**src/rtl/fifo_sync_ctrl.sv**
```systemverilog
// fifo_sync_ctrl
// Pointer and flag controller for a single-clock FIFO memory (32 x 8 by default).
// Owns the write/read pointers (binary, one extra wrap bit), derives the
// occupancy flags combinationally from them, and produces a read-data-valid
// strobe aligned to the memory's one-cycle read latency plus sticky
// overflow/underflow error flags.

module fifo_sync_ctrl #(
    parameter int DEPTH    = 32,
    parameter int WIDTH    = 5,
    parameter int AF_LEVEL = 28,
    parameter int AE_LEVEL = 4
) (
    input  logic             clk,
    input  logic             rst,
    input  logic             wr_en,
    input  logic             rd_en,
    input  logic             flush,
    input  logic             clr_err,
    output logic [WIDTH:0]   waddr,
    output logic [WIDTH:0]   raddr,
    output logic             full,
    output logic             empty,
    output logic             almost_full,
    output logic             almost_empty,
    output logic [WIDTH:0]   count,
    output logic             rd_valid,
    output logic             overflow,
    output logic             underflow
);

    localparam logic [WIDTH:0] PTR_ONE   = (WIDTH+1)'(1);
    localparam logic [WIDTH:0] DEPTH_CNT = (WIDTH+1)'(DEPTH);
    localparam logic [WIDTH:0] AF_THR    = (WIDTH+1)'(AF_LEVEL);
    localparam logic [WIDTH:0] AE_THR    = (WIDTH+1)'(AE_LEVEL);

    logic [WIDTH:0] wptr;
    logic [WIDTH:0] rptr;
    logic           wr_acc;
    logic           rd_acc;

    assign waddr = wptr;
    assign raddr = rptr;

    // Occupancy flags straight from the registered pointers, so they are
    // valid in the same cycle the memory samples waddr/raddr. With
    // DEPTH == 2**WIDTH, count == DEPTH is exactly "wrap bits differ and
    // index bits match".
    always_comb begin
        count        = wptr - rptr;
        empty        = (wptr == rptr);
        full         = (count == DEPTH_CNT);
        almost_full  = (count >= AF_THR);
        almost_empty = (count <= AE_THR);
        wr_acc       = wr_en && !full;
        rd_acc       = rd_en && !empty;
    end

    // Pointer advance and read-valid strobe; flush overrides any request.
    always_ff @(posedge clk or posedge rst) begin
        if (rst) begin
            wptr     <= '0;
            rptr     <= '0;
            rd_valid <= 1'b0;
        end else if (flush) begin
            wptr     <= '0;
            rptr     <= '0;
            rd_valid <= 1'b0;
        end else begin
            if (wr_acc) begin
                wptr <= wptr + PTR_ONE;
            end
            if (rd_acc) begin
                rptr <= rptr + PTR_ONE;
            end
            rd_valid <= rd_acc;
        end
    end

    // Sticky error flags; a new error in the clearing cycle wins over clr_err,
    // and flush leaves them alone.
    always_ff @(posedge clk or posedge rst) begin
        if (rst) begin
            overflow  <= 1'b0;
            underflow <= 1'b0;
        end else begin
            if (wr_en && full) begin
                overflow <= 1'b1;
            end else if (clr_err) begin
                overflow <= 1'b0;
            end
            if (rd_en && empty) begin
                underflow <= 1'b1;
            end else if (clr_err) begin
                underflow <= 1'b0;
            end
        end
    end

endmodule

```
**config.mk**
```make
export PLATFORM = sky130hd
export DESIGN_NAME = fifo_sync_ctrl
export DESIGN_NICKNAME = d
export VERILOG_FILES = /design/src/rtl/fifo_sync_ctrl.sv
export SDC_FILE = /design/constraint.sdc
export NUM_CORES = 1
export LEC_CHECK = 0
export BUFFER_PORTS_ARGS = -buffer_cell sky130_fd_sc_hd__buf_4
export CORE_UTILIZATION = 50
export DETAILED_ROUTE_END_ITERATION = 16
export GPL_TIMING_DRIVEN = 0
export PLACE_DENSITY = 0.79
export SYNTH_ARGS = -nofsm -noshare
export SYNTH_HDL_FRONTEND = slang
export SYNTH_SLANG_ARGS = --single-unit
```
**constraint.sdc**
```tcl
create_clock -name clk -period 2.75 [get_ports clk]
set_clock_uncertainty 0.2 [all_clocks]
set_input_delay 0.4125 -clock clk [delete_from_list [all_inputs] [get_ports clk]]
set_output_delay 0.4125 -clock clk [all_outputs]
set_load 0.05 [all_outputs]
```
After elaboration in Yosys (flattened, before gate mapping)
Index checks and enable logic that the tools add are counted.
- register bits: 15
- bits in latches: 0
- RAM bits: 0
- bits in read-only memories: 0
- input port bits: 6
- word-level logic and storage cells: 30
- memories: 0
- $add $sub $neg: 3
- multiply operators: 0
- divide/modulo/power cells: 0
- order comparisons: 2
- equality and inequality tests: 2
- shift-type cells: 0
- multiplexer cells: 8
- bitwise operators: 0
- reduce and logical (&&, ||, !) cells: 10
- operators by type and width (cell ; count):
    $mux 6 ; 4
    $add 6x1->6 const B ; 2
    $reduce_bool 2->1 ; 4
    $eq 6x6->1 ; 1
    $eq 6x6->1 const B ; 1
    $ge 6x5->1 const B ; 1
    $le 6x3->1 const B ; 1
    $sub 6x6->6 ; 1
    $logic_and 1x1->1 ; 4
    $mux 1 ; 4
    $logic_not 1->1 ; 2

Depth between registers and ports, before layout
- depth after elaboration: 6
- depth in mapped cells: 11
- mapped depth without buffers: 10

Least setup slack after synthesis
OpenSTA, ideal clock, no wires.
- kind: register -> output
- start point: register rptr[2] (netlist: raddr[2])
- end point: output almost_empty
- arrival time: 3514 ps
- required time: 2138 ps
- path slack: -1376 ps
- stages on the path, launching flop included: 8
- buffers on the path: 0
- cells stage by stage: dfrtp_1 > inv_1 > ha_1 > a21oi_1 > a21boi_1 > mux2i_1 > nand2_1 > a211oi_1
- longest elaborated chain between the ends: 2
- ends and longest elaborated chain (what ; line ; RTL):
    start: declaration ; 38 ; logic [WIDTH:0] rptr;
    start signal: assignment ; 74 ; rptr <= rptr + PTR_ONE;
    $sub 6x6->6 ; 50 ; count = wptr - rptr;
    via count[5] ; 26 ; output logic [WIDTH:0] count,
    $le 6x3->1 ; 54 ; almost_empty = (count <= AE_THR);
    end: declaration ; 25 ; output logic almost_empty,
The timed path passes the listed nets, and every way through them passes these cells.

Worst setup path after layout
- start point: register wptr[0] (netlist: waddr[0])
- end point: output full
- longest elaborated chain between the ends: 2
- ends and longest elaborated chain (what ; line ; RTL):
    start: declaration ; 37 ; logic [WIDTH:0] wptr;
    start signal: assignment ; 71 ; wptr <= wptr + PTR_ONE;
    $sub 6x6->6 ; 50 ;
    $eq 6x6->1 ; 52 ; full = (count == DEPTH_CNT);
    end: declaration ; 22 ; output logic full,
Every way passes these cells.

==> impl_metrics.env <==
export IMPL_p_sw_share_pct=55.8
export IMPL_syn_inst=113
export IMPL_wirelength_mm=3.26
export IMPL_timing_fmax_ghz=0.338
export IMPL_seqPwrFrac_pct=14.2
export IMPL_hpwl_mm=1.94
export IMPL_wl_per_cell_um=17.8
export IMPL_yosys_area_share_simple_pct=22.7
export IMPL_required_ps=2140
export IMPL_rr_worst_depth=9
export IMPL_whs_ps=97.6
export IMPL_drc_errors=0
export IMPL_pre_cts_ws_ps=-287
export IMPL_relSlewSlack_pct=60.5
export IMPL_grt_max_degree=16
export IMPL_setup_viol=3
export IMPL_cts_root_buf="clkbuf_4"
export IMPL_crit_type="reg2out"
export IMPL_num_vias=1065
export IMPL_slowest_stage="dfrtp_2"
export IMPL_switching_power_mw=1.17
export IMPL_drive_above_1_share_pct=49.4
export IMPL_synth_compound_area_share_pct=15.9
export IMPL_r2r_end="waddr[0]"
export IMPL_hold_path_endpoint="raddr[1]"
export IMPL_antenna_found_initial=0
export IMPL_synth_warnings=0
export IMPL_clkSlewWorstSetupHoldPaths_ps=100
export IMPL_violations="negative setup slack"
export IMPL_rsz0062_at_grt="yes"
export IMPL_seq_area_frac_synth_pct=36.8
export IMPL_tightest_slew_ps=591
export IMPL_post_dp_cell_area_mm2=0.00135
export IMPL_path_cells="inv_2 > ha_4 > inv_2 > fa_2 > nand3_2 > and3_4 > o22ai_4 > a2111oi_4 > buf_6 > buf_8"
export IMPL_synth_top_family_by_area="simple AND/OR/NAND/NOR gates"
export IMPL_finalCritPeriodShare_pct=107
export IMPL_cts_tree="yes"
export IMPL_hold_depth=2
export IMPL_n_fill_cell=103
export IMPL_startpoint_type="flop"
export IMPL_grt_pass1_wl_mm=4.81
export IMPL_syn_to_final_growth_pct=52.9
export IMPL_insertion_delay_ps=290
export IMPL_hold_start="flush"
export IMPL_layout_common_cells="36 x buf_4, 9 x inv_1, 8 x dfrtp_2"
export IMPL_slowest_delay_ps=440
export IMPL_hold_class="in2reg"
export IMPL_worstSetupEndpointType="primary output"
export IMPL_regToRegSetupSlack_ps=0
export IMPL_cp_max_fo=3
export IMPL_diodes=0
export IMPL_maxSlewViolCount=0
export IMPL_grt_pass1_vias=1005
export IMPL_cts_buffers=3
export IMPL_intPower_mw=0.925
export IMPL_final_area_mm2=0.00156
export IMPL_clockPowerShare_pct=6.2
export IMPL_vias_per_cell=5.82
export IMPL_syn_num_nets=127
export IMPL_grt_usage_pct=31.9
export IMPL_die_h_um=47.2
export IMPL_rr_startpoint="waddr[2]"
export IMPL_post_route_min_period_ps=2960
export IMPL_grt_ovfl_total=0
export IMPL_cpMostUsedCell="inv_2"
export IMPL_mostFrequentLayoutCell="buf_4"
export IMPL_clock_sinks=15
export IMPL_fin_cells=183
export IMPL_place_congestion=0.796
export IMPL_final_antenna_net_count=0
export IMPL_cp_arrival_ps=2340
export IMPL_synthDistinctLibCells=34
export IMPL_drt_pass1_iterations=4
export IMPL_dpl_cell_count=168
export IMPL_setup_tns_ps=-537
export IMPL_ios=31
export IMPL_dieWidth_um=47.2
export IMPL_final_hold_viol_count=0
export IMPL_coreArea_mm2=0.00182
export IMPL_drt_iter0_drc=43
export IMPL_rows=15
export IMPL_final_nets=173
export IMPL_synth_area_mux_share_pct=1.96
export IMPL_start_util_pct=56.1
export IMPL_timing_final_ws_setup_ps=-206
export IMPL_multi_input_area_um2=722
export IMPL_peakVddDrop_mv=1.17
export IMPL_portBuffers=30
export IMPL_synthesis_area_mm2=0.00102
export IMPL_synth_avg_cell_area_um2=9.04
export IMPL_synth_adder_area_share_pct=10.5
export IMPL_p_leak_nw=0.733
export IMPL_pwr_share_comb_pct=79.7
export IMPL_seqCellArea_um2=385
export IMPL_cts_max_level=1
export IMPL_ys_ff_latch=15
export IMPL_powerDensity_mw_per_mm2=1340
export IMPL_outcome="complete, but fails checks"
export IMPL_clockBufferDepth=2
export IMPL_die_area_mm2=0.00223
export IMPL_synth_xor_area_share_pct=5.88
export IMPL_max_cap_violations=0
-- per-stage QoR --
stage | util, % | total power, mW
after floorplan | - | 1.32
after global placement | 74.0 | 1.62
after detailed placement | 74.0 | 1.65
after CTS | 84.5 | 2.02
after global routing | 85.8 | 2.17
final | 85.8 | 2.09
-- cells in the mapped netlist (all sizes together) --
| master | n | area, um^2 |
|---|---|---|
| a2111oi | 1 | 27.5 |
| a211oi | 2 | 20.0 |
| a21boi | 1 | 7.51 |
| a21oi | 10 | 50.1 |
| a31o | 1 | 8.76 |
| and2 | 1 | 6.26 |
| and3 | 2 | 12.5 |
| and3b | 1 | 8.76 |
| and4 | 1 | 8.76 |
| buf | 1 | 11.3 |
| clkbuf | 1 | 3.75 |
| dfrtp | 15 | 375 |
| fa | 1 | 20.0 |
| ha | 7 | 87.6 |
| inv | 13 | 48.8 |
| mux2i | 2 | 20.0 |
| nand2 | 7 | 26.3 |
| nand2b | 4 | 25.0 |
| nand3 | 4 | 20.0 |
| nand3b | 1 | 7.51 |
| nand4 | 3 | 18.8 |
| nor2 | 8 | 30.0 |
| nor2b | 1 | 6.26 |
| nor3 | 3 | 15.0 |
| o21ai | 7 | 35.0 |
| o22ai | 1 | 6.26 |
| o31ai | 1 | 7.51 |
| or3 | 5 | 31.3 |
| or4 | 2 | 15.0 |
| xnor2 | 3 | 26.3 |
| xor2 | 3 | 33.8 |
-- registers in the layout (all words and copies together), names as in the netlist --
name and cells:
rd_valid 1, waddr 6, overflow 1, raddr 6, underflow 1
-- per-layer routing --
metal / up-vias / GRT usage (%) / part of all wire, %
met2: 74 / 53.3 / 51
li1: 485 / - / -
met3: 10 / 9.62 / 7.4
met1: 496 / 38.4 / 39
met5: - / 0 / 0
met4: 0 / 12.6 / 3.0
-- layout make-up --
type                       instances  share of cell area, %
inverter                          13                   3.12
clock buffer                       4                   1.68
timing repair buffer              41                   21.3
multi-input combinational         83                   46.2
tap                               25                   2.00
sequential                        15                   24.7
buffer                             2                  0.962
-- timing repair --
action | in CTS | in global routing
setup buffers | 8 | 2
hold buffers | 1 | 0
hold endpoints to repair | 8 | 0
resized for setup | 20 | 3
pin swaps | 8 | 3
cloned | 0 | 0
endpoints found under the setup margin | 7 | 5
-- worst max-delay path: cells and delay by family, from the launching register on --
| kind | cells | cell delay, ps |
|---|---|---|
| AOI/OAI and AO/OA | 2 | 380 |
| adders and majority gates | 2 | 510 |
| buffers and inverters | 4 | 410 |
| DFF | 1 | 440 |
| and+or+nand+nor | 2 | 300 |
-- power by group through the flow --
stage | registers (mW) | clock network (mW) | logic [mW]
2_1_floorplan | 0.422 | 0 | 0.900
3_3_place_gp | 0.303 | 0 | 1.32
3_5_place_dp | 0.304 | 0 | 1.34
4_1_cts | 0.296 | 0.127 | 1.59
5_1_grt | 0.300 | 0.138 | 1.73
6_report | 0.296 | 0.129 | 1.67
-- cell families after synthesis --
kind of cell	Yosys count
multiplexers	2
AO/OA/AOI/OAI	24
adder cells (fa/ha/maj)	8
buffers and inverters	15
XOR/XNOR	6
flip-flops	15
AND/OR/NAND/NOR	43
-- worst max path at each step --
| stage | from | end | depth (start not counted) |
|---|---|---|---|
| after floorplan | raddr[2] | almost_empty | 7 |
| after global placement | waddr[0] | full | 10 |
| after detailed placement | waddr[0] | full | 10 |
| after CTS | waddr[0] | full | 10 |
| after global routing | waddr[0] | full | 10 |
| final | waddr[0] | full | 10 |
No activity file was read; power rests on OpenSTA's default activity.
